[src/rtl/mux_sel_arbiter_if.sv]
// -----------------------------------------------------------------------------
// mux_sel_arbiter_if
// Groups the request/grant, mux feedback and output handshake signals of the
// mux select arbiter.
//   en, req       : arbitration enable and per-source requests
//   mux_y         : word returned by the external 8:1 mux
//   sel, gnt      : mux select and one-hot grant
//   dout,
//   dout_valid,
//   dout_ready    : captured word and its valid/ready handshake
//   busy          : arbiter is not idle
//   xfer_cnt      : completed transfer count (wraps)
// Modports: slave = arbiter side, master = requester/consumer side.
// -----------------------------------------------------------------------------
interface mux_sel_arbiter_if #(
    parameter int DW = 6
);
    logic          en;
    logic [7:0]    req;
    logic [DW-1:0] mux_y;
    logic          dout_ready;
    logic [2:0]    sel;
    logic [7:0]    gnt;
    logic [DW-1:0] dout;
    logic          dout_valid;
    logic          busy;
    logic [7:0]    xfer_cnt;

    modport slave (
        input  en, req, mux_y, dout_ready,
        output sel, gnt, dout, dout_valid, busy, xfer_cnt
    );

    modport master (
        output en, req, mux_y, dout_ready,
        input  sel, gnt, dout, dout_valid, busy, xfer_cnt
    );
endinterface

[src/rtl/mux_sel_arbiter.sv]
// -----------------------------------------------------------------------------
// mux_sel_arbiter
// Round-robin arbiter that steers an external 8:1 mux, waits one cycle for the
// mux to settle, captures the mux output and presents it on a valid/ready
// handshake.
//   clk   : rising-edge clock
//   rst_n : asynchronous active-low reset
//   bus   : mux_sel_arbiter_if.slave (en, req, mux_y, dout_ready in;
//           sel, gnt, dout, dout_valid, busy, xfer_cnt out)
// -----------------------------------------------------------------------------
module mux_sel_arbiter #(
    parameter int DW   = 6,
    parameter int NSRC = 8
) (
    input  logic             clk,
    input  logic             rst_n,
    mux_sel_arbiter_if.slave bus
);
    localparam int SW = $clog2(NSRC);

    typedef enum logic [1:0] {
        IDLE  = 2'd0,
        SEL   = 2'd1,
        VALID = 2'd2
    } state_t;

    state_t          r_state;
    state_t          w_next;
    logic [SW-1:0]   r_ptr;
    logic [SW-1:0]   r_sel;
    logic [NSRC-1:0] r_gnt;
    logic [DW-1:0]   r_dout;
    logic            r_dout_valid;
    logic [7:0]      r_xfer_cnt;

    logic [SW-1:0]   w_win;
    logic [SW-1:0]   w_idx;
    logic            w_any;
    logic            w_grant;
    logic            w_capture;
    logic            w_done;

    // Round-robin pick: scan from the highest offset down so the last hit,
    // i.e. the smallest offset from r_ptr, is the one that sticks.
    always_comb begin
        w_win = r_ptr;
        w_idx = r_ptr;
        w_any = 1'b0;
        for (int i = NSRC - 1; i >= 0; i--) begin
            w_idx = r_ptr + SW'(i);
            if (bus.req[w_idx]) begin
                w_win = w_idx;
                w_any = 1'b1;
            end
        end
    end

    always_ff @(posedge clk or negedge rst_n) begin
        if (!rst_n) begin
            r_state <= IDLE;
        end else begin
            r_state <= w_next;
        end
    end

    always_comb begin
        w_next    = r_state;
        w_grant   = 1'b0;
        w_capture = 1'b0;
        w_done    = 1'b0;
        case (r_state)
            IDLE: begin
                if (bus.en && w_any) begin
                    w_grant = 1'b1;
                    w_next  = SEL;
                end
            end
            SEL: begin
                w_capture = 1'b1;
                w_next    = VALID;
            end
            VALID: begin
                if (bus.dout_ready) begin
                    w_done = 1'b1;
                    w_next = IDLE;
                end
            end
            default: w_next = IDLE;
        endcase
    end

    // sel/gnt are latched once at grant time, so req changes during SEL/VALID
    // cannot disturb the mux path or the eventual pointer update.
    always_ff @(posedge clk or negedge rst_n) begin
        if (!rst_n) begin
            r_ptr        <= '0;
            r_sel        <= '0;
            r_gnt        <= '0;
            r_dout       <= '0;
            r_dout_valid <= 1'b0;
            r_xfer_cnt   <= '0;
        end else begin
            if (w_grant) begin
                r_sel <= w_win;
                r_gnt <= {{(NSRC-1){1'b0}}, 1'b1} << w_win;
            end
            if (w_capture) begin
                r_dout       <= bus.mux_y;
                r_dout_valid <= 1'b1;
            end
            if (w_done) begin
                r_dout_valid <= 1'b0;
                r_gnt        <= '0;
                r_ptr        <= r_sel + SW'(1);
                r_xfer_cnt   <= r_xfer_cnt + 8'd1;
            end
        end
    end

    assign bus.sel        = r_sel;
    assign bus.gnt        = r_gnt;
    assign bus.dout       = r_dout;
    assign bus.dout_valid = r_dout_valid;
    assign bus.busy       = (r_state != IDLE);
    assign bus.xfer_cnt   = r_xfer_cnt;

endmodule

[src/flat_wrapper.sv]
// flat-port wrapper written by rule: the top's interface ports become plain ports
module mux_sel_arbiter_flat 
#(
    parameter int DW   = 6,
    parameter int NSRC = 8
)
  (clk, rst_n, bus_en, bus_req, bus_mux_y, bus_dout_ready, bus_sel, bus_gnt, bus_dout, bus_dout_valid, bus_busy, bus_xfer_cnt);
  mux_sel_arbiter_if #(.DW(DW)) bus_i ();
  input  logic clk;
  input  logic rst_n;
  input wire logic [$bits(bus_i.en)-1:0] bus_en;
  input wire logic [$bits(bus_i.req)-1:0] bus_req;
  input wire logic [$bits(bus_i.mux_y)-1:0] bus_mux_y;
  input wire logic [$bits(bus_i.dout_ready)-1:0] bus_dout_ready;
  output wire logic [$bits(bus_i.sel)-1:0] bus_sel;
  output wire logic [$bits(bus_i.gnt)-1:0] bus_gnt;
  output wire logic [$bits(bus_i.dout)-1:0] bus_dout;
  output wire logic [$bits(bus_i.dout_valid)-1:0] bus_dout_valid;
  output wire logic [$bits(bus_i.busy)-1:0] bus_busy;
  output wire logic [$bits(bus_i.xfer_cnt)-1:0] bus_xfer_cnt;
  assign bus_i.en = bus_en;
  assign bus_i.req = bus_req;
  assign bus_i.mux_y = bus_mux_y;
  assign bus_i.dout_ready = bus_dout_ready;
  assign bus_sel = bus_i.sel;
  assign bus_gnt = bus_i.gnt;
  assign bus_dout = bus_i.dout;
  assign bus_dout_valid = bus_i.dout_valid;
  assign bus_busy = bus_i.busy;
  assign bus_xfer_cnt = bus_i.xfer_cnt;
  mux_sel_arbiter #(.DW(DW), .NSRC(NSRC)) u_core (.clk(clk), .rst_n(rst_n), .bus(bus_i));
endmodule
[config.mk]
export PLATFORM = sky130hd
export DESIGN_NAME = mux_sel_arbiter_flat
export DESIGN_NICKNAME = d
export VERILOG_FILES = /design/src/rtl/mux_sel_arbiter_if.sv /design/src/rtl/mux_sel_arbiter.sv /design/src/flat_wrapper.sv
export SDC_FILE = /design/constraint.sdc
export NUM_CORES = 1
export LEC_CHECK = 0
export BUFFER_PORTS_ARGS = -buffer_cell sky130_fd_sc_hd__buf_2
export CORE_UTILIZATION = 43
export DETAILED_ROUTE_END_ITERATION = 16
export MAX_ROUTING_LAYER = met4
export PLACE_DENSITY = 0.76
export SLEW_MARGIN = 10
export SYNTH_ARGS = -nofsm -noshare
export SYNTH_HDL_FRONTEND = slang
export SYNTH_SLANG_ARGS = --single-unit
export TNS_END_PERCENT = 10
[constraint.sdc]
create_clock -name clk -period 7.62 [get_ports clk]
set_input_delay 1.524 -clock clk [delete_from_list [all_inputs] [get_ports clk]]
set_output_delay 1.524 -clock clk [all_outputs]
set_load 0.02 [all_outputs]
==> flow_summary.json, run 1 <==
{
  "yosys.area.top_type": "dfrtp_1",
  "r2r-start": "u_core.r_ptr[1]",
  "clock_path_buffers": 2,
  "place_congestion": 0.8784,
  "wl_mm": 4.929,
  "die-height_um": 75.92,
  "grt_max_degree": 32,
  "fillers": 456,
  "postCtsSetupBuffers": 0,
  "cts_resized": 0,
  "avgSynthCellArea_um2": 10.49,
  "clkLatencyLatePin_ns": 0.28,
  "rsz0062_at_grt": "no",
  "start_util": 0.4543,
  "setup_viol": 0,
  "synth_area_leaders": "dfrtp_1 33%, mux4_2 12%, mux2_2 9.6%",
  "crit_arrival_ns": 4.24,
  "max-slew-margin-rel": 0.4706,
  "yosysSeqAreaShare": 0.3301,
  "drt-wirelength-per-cell_um": 14.67,
  "crit_required_ns": 7.76,
  "dp.cells": 328,
  "synthArstFlopShare": 1.000,
  "place_ws_ns": 3.607,
  "path_cells": "inv_1, ha_1, mux4_2, mux2i_1, o21ai_0, o2111a_1, a211oi_1, o31a_1, a21oi_1",
  "rows": 26,
  "synth_top_cell_area_share": 0.3301,
  "clkTransAtPathRegs_ns": 0.07,
  "worst-path-buf-inv": 1,
  "endpoint_kind": "flip-flop",
  "min_path_type": "flip-flop to flip-flop",
  "ys_seq_elements": 31,
  "grt_pass1_vias": 1811,
  "finalWorstSetupSlack_ns": 3.516,
  "place_hpwl_mm": 3.604,
  "peakVddDrop_mv": 0.1749,
  "dr.pass1.iters": 5,
  "maxCapViolCount": 0,
  "final_area_mm2": 0.002724,
  "cp_max_fo": 20,
  "drt_first_iter_violations": 108,
  "dieArea_mm2": 0.005764,
  "skew_ns": 0.003638,
  "numCtsBuffers": 5,
  "postCtsHoldBufs": 0,
  "pwr_density_cell_mw_per_mm2": 519.9,
  "die_w_um": 75.92,
  "crit_path_start_kind": "flip-flop",
  "drt.antenna.violating_nets": 0,
  "finalPower_mw": 1.416,
  "tns_ns": 0,
  "period_needed_ns": 4.104,
  "postSynthCellCount": 224,
  "outcome": "finished, final reports clean",
  "syn_to_final_growth_pct": 15.92,
  "fin_crit_sh": 0.5386,
  "leakage_nw": 1.200,
  "fin_cells": 336,
  "drive_above_1_share": 0.3647,
  "fin_nets": 287,
  "synth_edf_count": 0,
  "ctsHtreeMaxLevel": 2,
  "synthTopCellsByCount": "31 x dfrtp_1, 21 x nand2_1, 20 x mux2_2",
  "clock-root-buffer": "clkbuf_8",
  "coreArea_mm2": 0.005172,
  "synth.net_count": 246,
  "vias": 1871,
  "ys_types": 54,
  "drc": 0,
  "synth_area_mm2": 0.002350,
  "placed_cell_area_mm2": 0.002606,
  "grt-ovfl-total": 0,
  "multiInputGateArea_mm2": 0.001474,
  "timing_worst_setup_path_type": "flip-flop to flip-flop",
  "ys_dominant_reg_cell": "dfrtp_1",
  "grt_usage": 0.1905,
  "cts_tree": "yes",
  "port_buffers": 44,
  "clock.fmax_mhz": 243.7,
  "crit_start": "u_core.r_ptr[1]",
  "antenna_found_initial": 0,
  "clock_sinks": 31,
  "vias_per_cell": 5.568,
  "synth_most_common_cell": "dfrtp_1",
  "seqCellArea_um2": 775.7,
  "hp-start": "u_core.bus.xfer_cnt[7]",
  "finalMaxSlewViolations": 0,
  "crit_family": "compound AO/OA/AOI/OAI gates",
  "ios": 45,
  "worst_slew_pin_slew_ns": 0.7941,
  "grt_pass1_wl_mm": 8.652,
  "yosys_warnings": 0,
  "hold_viol_final": 0,
  "slowest_stage": "ha_1",
  "antennaDiodeCount": 0,
  "slowest_delay_ns": 0.88
}
logic make-up after synthesis:
family                     after synthesis  share of synthesized area
AOI/OAI and AO/OA                       46                     0.1470
xor gates and xnor gates                11                    0.04100
adders and majority gates                4                    0.02130
buffers and inverters                   22                    0.04259
DFF                                     31                     0.3301
muxes                                   45                     0.2716
and+or+nand+nor                         65                     0.1464
placed cells by master (no fill, tap or decap), types with 9 or more instances in the layout:
cell,n
buf_2,44
dfrtp_1,31
nand2_1,21
mux2_2,20
mux4_2,12
mux2i_1,10
nor2_1,9
inv_1,9
xnor2_1,9
a21oi_1,9
layout make-up:
class / instances / area share
Multi-Input combinational cell: 171 / 0.5411
Inverter: 11 / 0.01516
Timing Repair Buffer: 45 / 0.08360
Clock inverter: 2 / 0.01286
Sequential cell: 31 / 0.2848
Clock buffer: 6 / 0.03032
Tap cell: 70 / 0.03215
final timing paths:
kind	endpoint	slack (ns)	depth (start not counted)
min reg2reg	u_core.bus.xfer_cnt[7]	0.46	1
max reg2reg	u_core.bus.sel[1]	3.52	9
max in group asynchronous	u_core.bus.dout_valid	5.91	1
max	u_core.bus.sel[1]	3.52	9
min in group asynchronous	u_core.bus.xfer_cnt[6]	1.28	1
min	u_core.bus.xfer_cnt[7]	0.46	1
per-layer routing:
metal / share of wire / track usage / vias up / wire length (um)
met5: 0 / - / - / 0
met4: 0.013 / 0.05192 / 0 / 65
met3: 0.046 / 0.03253 / 7 / 228
met2: 0.48 / 0.3091 / 50 / 2374
met1: 0.46 / 0.2471 / 892 / 2261
li1: - / - / 922 / -
state kept, by name, summed over array words and instances, names as in the netlist:
name	cells
u_core.r_state	2
u_core.bus.dout_valid	1
u_core.bus.xfer_cnt	8
u_core.bus.sel	3
u_core.bus.gnt	8
u_core.bus.dout	6
u_core.r_ptr	3
through the flow:
step	hold slack [ns]	util
finish	0.4621	0.5266
global route	0.4904	0.5266
CTS	0.4709	0.5266
detailed placement	0.4580	0.5039
global placement	0.4560	0.5039
floorplan	0.5060	-
where the power goes:
part / switching [mW] / internal [mW] / leakage, nW
Clock: 0.0582 / 0.106 / 0.0612
Combinational: 0.516 / 0.441 / 0.744
Sequential: 0.0698 / 0.226 / 0.395
Power figures use the tool's default switching activity.
==> run 2, diff against run 1 <==
- PLACE_DENSITY: 0.76 -> 0.78
- clock period: 7.62 -> 3.5 ns (I/O delays scaled with it)
==> run 2 against run 1 <==
  * Via count grew 2.6%
  * Combinational power up 130%
  * First-iteration DRC count is 75% higher
  * Largest cell class unchanged
==> flow_summary.json, run 2 (synthesis results as in run 1) <==
{
  "leakage_nw": 1.196,
  "seqCellArea_um2": 775.7,
  "max-slew-margin-rel": 0.5445,
  "routed-wl-met2_mm": 2.684,
  "clock.fmax_mhz": 316.7,
  "ios": 45,
  "power.share.combinational": 0.711,
  "pwr_density_cell_mw_per_mm2": 1126,
  "r2r_cells": 10,
  "reg2reg_slack_ns": 0.34,
  "die_w_um": 75.92,
  "grt_usage": 0.2112,
  "clock_sinks": 31,
  "dieArea_mm2": 0.005764,
  "grt_pass1_vias": 1876,
  "tns_ns": 0,
  "ctsHtreeMaxLevel": 2,
  "peakVddDrop_mv": 0.3770,
  "die-height_um": 75.92,
  "final_common_cell": "buf_2",
  "syn_to_final_growth_pct": 15.34,
  "post-route-util": 0.5239,
  "antenna_found_initial": 0,
  "vias": 1919,
  "min_path_type": "primary input to asynchronous set/reset pin",
  "finalWorstSetupSlack_ns": 0.3423,
  "dr.pass1.iters": 4,
  "antennaDiodeCount": 0,
  "drc": 0,
  "multiInputGateArea_mm2": 0.001474,
  "timing_worst_setup_path_type": "flip-flop to flip-flop",
  "place_ws_ns": 0.3790,
  "clock-root-buffer": "clkbuf_8",
  "outcome": "finished, final reports clean",
  "cts_tree": "yes",
  "grt_max_degree": 32,
  "p_clk_frac": 0.088,
  "m1WireLength_mm": 2.295,
  "pwr-share-seq": 0.201,
  "drt.antenna.violating_nets": 0,
  "finalMaxSlewViolations": 0,
  "place_hpwl_mm": 3.928,
  "clkLatencyLatePin_ns": 0.29,
  "route.met3.wl_um": 239,
  "hold_viol_final": 0,
  "crit_path_start_kind": "flip-flop",
  "wl_mm": 5.320,
  "drt-wirelength-per-cell_um": 15.69,
  "r2r-start": "u_core.r_ptr[1]",
  "rr_endpoint": "u_core.bus.gnt[1]",
  "fin_nets": 290,
  "coreArea_mm2": 0.005172,
  "worst_slew_pin_slew_ns": 0.6833,
  "fillers": 469,
  "maxCapViolCount": 0,
  "postCtsSetupBuffers": 0,
  "start_util": 0.4543,
  "cp_max_fo": 12,
  "skew_ns": 0.003921,
  "endpoint_kind": "flip-flop",
  "clkTransAtPathRegs_ns": 0.06,
  "drive_above_1_share": 0.3643,
  "highest_layer": "met4",
  "rows": 26,
  "setup_viol": 0,
  "grt-ovfl-total": 0,
  "period_needed_ns": 3.158,
  "drt_first_iter_violations": 189,
  "place_congestion": 0.9196,
  "crit_arrival_ns": 3.37,
  "vias_per_cell": 5.661,
  "crit_required_ns": 3.71,
  "p_int_mw": 1.622,
  "postCtsHoldBufs": 0,
  "cts_resized": 0,
  "p_sw_mw": 1.430,
  "port_buffers": 44,
  "netSwitchingFraction": 0.4686,
  "rsz0062_at_grt": "no",
  "fin_crit_sh": 0.9022,
  "clock_path_buffers": 2,
  "grt_pass1_wl_mm": 9.487,
  "mostFrequentLayoutCells": "44 x buf_2, 31 x dfrtp_1, 21 x nand2_1",
  "numCtsBuffers": 5
}
==> run 2: changes by cell type in the layout (fill, tap and decap cells not counted), sizes merged <==
cell    previous run  this run
clkbuf             6         7
buf               45        48
bufinv             1         0
==> run 2: how the worst max path moves through the flow <==
stage | start | end | slack [ns] | cells past startpoint
floorplan | u_core.r_ptr[1] | u_core.bus.gnt[4] | 0.31 | 12
global placement | u_core.r_ptr[1] | u_core.bus.gnt[4] | 0.47 | 10
detailed placement | u_core.r_ptr[1] | u_core.bus.gnt[4] | 0.38 | 9
CTS | u_core.r_ptr[1] | u_core.bus.gnt[1] | 0.38 | 10
global route | u_core.r_ptr[1] | u_core.bus.gnt[1] | 0.12 | 10
finish | u_core.r_ptr[1] | u_core.bus.gnt[1] | 0.34 | 10
==> run 2: stage by stage <==
step	instance area (um^2)	hold WS (ns)	power, mW	cells
after floorplan	2350	0.4044	2.324	224
after CTS	2710	0.4759	3.051	339
after global routing	2710	0.5049	3.303	339
final	2710	0.4518	3.052	339
after global placement	2629	0.4548	2.725	331
after detailed placement	2629	0.4700	2.775	331
==> run 2: final cells by class <==
class | count | area share
Multi-Input combinational cell | 171 | 0.5439
Clock buffer | 7 | 0.02816
Tap cell | 70 | 0.03232
Inverter | 11 | 0.01524
Timing Repair Buffer | 48 | 0.09234
Sequential cell | 31 | 0.2862
Clock inverter | 1 | 0.001847
==> run 2: routing by layer <==
| metal | vias up | GRT usage |
|---|---|---|
| met5 | - | - |
| met4 | 0 | 0.07885 |
| met3 | 10 | 0.03373 |
| met2 | 55 | 0.3291 |
| met1 | 927 | 0.2786 |
| li1 | 927 | - |
==> run 2: power groups by stage <==
| stage | Sequential [mW] | Clock, mW | Combinational [mW] |
|---|---|---|---|
| 6_report | 0.613 | 0.270 | 2.17 |
| 5_1_grt | 0.637 | 0.294 | 2.37 |
| 4_1_cts | 0.611 | 0.278 | 2.16 |
| 3_5_place_dp | 0.619 | 0 | 2.16 |
| 3_3_place_gp | 0.611 | 0 | 2.11 |
| 2_1_floorplan | 0.710 | 0 | 1.61 |
==> run 2: worst max-delay path, stage by stage, from the launching register on <==
cell and delay [ns]:
dfrtp_1 0.35, inv_1 0.12, ha_1 0.61, buf_4 0.24, mux2_2 0.36, mux4_2 0.49, o22ai_1 0.18, o2111ai_1 0.18
a21boi_0 0.31, nand2_1 0.12, o21ai_1 0.13
==> run 3, diff against run 2 <==
- BUFFER_PORTS_ARGS: -buffer_cell sky130_fd_sc_hd__buf_2 -> -buffer_cell sky130_fd_sc_hd__clkbuf_2
==> run 3 against run 2 <==
  * Final area grew 1.3%
  * Total power up 3.7%
  * Cell count stayed put
  * Non-clock buffer count stayed put
  * Global-route usage fell by 0.29 points
  * Utilization grew 0.70 points
  * Worst hold slack better by 0.019 ns
  * Register-to-register slack improved by 0.06 ns
  * Worst setup slack improved by 0.061 ns
==> flow_summary.json, run 3 (synthesis results as in run 1) <==
{
  "crit_arrival_ns": 3.30,
  "antennaDiodeCount": 0,
  "rsz0062_at_grt": "no",
  "outcome": "finished, final reports clean",
  "finalMaxSlewViolations": 0,
  "p_clk_frac": 0.115,
  "power.share.combinational": 0.689,
  "postCtsSetupBuffers": 0,
  "r2r-start": "u_core.r_ptr[0]",
  "vias_per_cell": 5.628,
  "maxCapViolCount": 0,
  "r2r_cells": 10,
  "start_util": 0.4543,
  "fin_cells": 339,
  "hold_slack_ns": 0.4707,
  "placed_cell_area_mm2": 0.002629,
  "antenna_found_initial": 0,
  "vias": 1908,
  "p_int_mw": 1.710,
  "tns_ns": 0,
  "p_sw_mw": 1.454,
  "finalPower_mw": 3.164,
  "place_congestion": 0.9173,
  "grt_max_degree": 32,
  "clock.fmax_mhz": 323.0,
  "leakage_nw": 1.210,
  "fin_crit_sh": 0.8847,
  "clock_sinks": 31,
  "netSwitchingFraction": 0.4595,
  "rr_endpoint": "u_core.bus.gnt[0]",
  "hold_viol_final": 0,
  "cts_tree": "yes",
  "rows": 26,
  "period_needed_ns": 3.096,
  "clock_path_buffers": 2,
  "grt_pass1_wl_mm": 9.570,
  "finalWorstSetupSlack_ns": 0.4036,
  "ios": 45,
  "place_ws_ns": 0.4371,
  "numCtsBuffers": 5,
  "pwr_density_cell_mw_per_mm2": 1152,
  "drive_above_1_share": 0.3717,
  "drt-wirelength-per-cell_um": 15.73,
  "cp_max_fo": 12,
  "postCtsHoldBufs": 0,
  "endpoint_kind": "flip-flop",
  "crit_path_start_kind": "flip-flop",
  "reg2reg_slack_ns": 0.40,
  "cts_resized": 0,
  "max-slew-margin-rel": 0.5012,
  "ctsHtreeMaxLevel": 2,
  "mostFrequentLayoutCells": "44 x clkbuf_2, 31 x dfrtp_1, 21 x nand2_1",
  "dieArea_mm2": 0.005764,
  "port_buffers": 44,
  "final_common_cell": "clkbuf_2",
  "peakVddDrop_mv": 0.4523,
  "grt-ovfl-total": 0,
  "worst_slew_pin_slew_ns": 0.7482,
  "skew_ns": 0.006695,
  "grt_pass1_vias": 1957,
  "dp.cells": 331,
  "place_hpwl_mm": 3.870,
  "grt_usage": 0.2083,
  "clkLatencyLatePin_ns": 0.28,
  "final_area_mm2": 0.002746,
  "fin_nets": 290,
  "die_w_um": 75.92,
  "timing_worst_setup_path_type": "flip-flop to flip-flop",
  "clkTransAtPathRegs_ns": 0.07,
  "syn_to_final_growth_pct": 16.88,
  "setup_viol": 0,
  "wl_mm": 5.333,
  "drt_first_iter_violations": 133,
  "dr.pass1.iters": 4,
  "pwr-share-seq": 0.196,
  "drt.antenna.violating_nets": 0,
  "clock-root-buffer": "clkbuf_8",
  "coreArea_mm2": 0.005172,
  "die-height_um": 75.92,
  "post-route-util": 0.5310,
  "crit_required_ns": 3.71,
  "crit_start": "u_core.r_ptr[0]",
  "drc": 0,
  "min_path_type": "primary input to asynchronous set/reset pin"
}
==> run 3: worst max path at each step <==
stage,end,depth (start not counted)
global route,u_core.bus.gnt[1],9
detailed placement,u_core.bus.sel[1],9
CTS,u_core.bus.gnt[7],10
global placement,u_core.bus.gnt[4],10
finish,u_core.bus.gnt[0],10
floorplan,u_core.bus.gnt[4],12
==> run 3: per-layer routing <==
metal / GRT usage / share of wire / vias to the layer above
met3: 0.03614 / 0.060 / 7
met2: 0.3445 / 0.50 / 68
met5: - / 0 / -
met1: 0.2669 / 0.43 / 909
met4: 0.05000 / 0.0096 / 0
li1: - / - / 924
==> run 3: layout make-up <==
class | instances | area, um^2
Fill cell | 447 | 2426
Multi-Input combinational cell | 171 | 1474
Sequential cell | 31 | 775.7
Timing Repair Buffer | 48 | 250.2
Tap cell | 70 | 87.58
Clock buffer | 6 | 82.58
Inverter | 11 | 41.29
Clock inverter | 2 | 35.03
==> run 3: worst max-delay path, stage by stage, from the launching register on <==
cell	delay (ns)
dfrtp_1	0.37
inv_2	0.09
ha_1	0.59
buf_4	0.23
mux2_2	0.35
mux4_2	0.49
o22ai_1	0.19
o2111ai_1	0.19
a21boi_0	0.28
nand2b_1	0.12
o21ai_1	0.13
==> run 3: power groups by stage <==
stage / Clock (mW) / Combinational, mW / Sequential (mW)
after floorplan: 0 / 1.61 / 0.710
after global placement: 0 / 2.11 / 0.617
after detailed placement: 0 / 2.16 / 0.624
after CTS: 0.369 / 2.17 / 0.620
after global routing: 0.384 / 2.38 / 0.642
final: 0.363 / 2.18 / 0.621
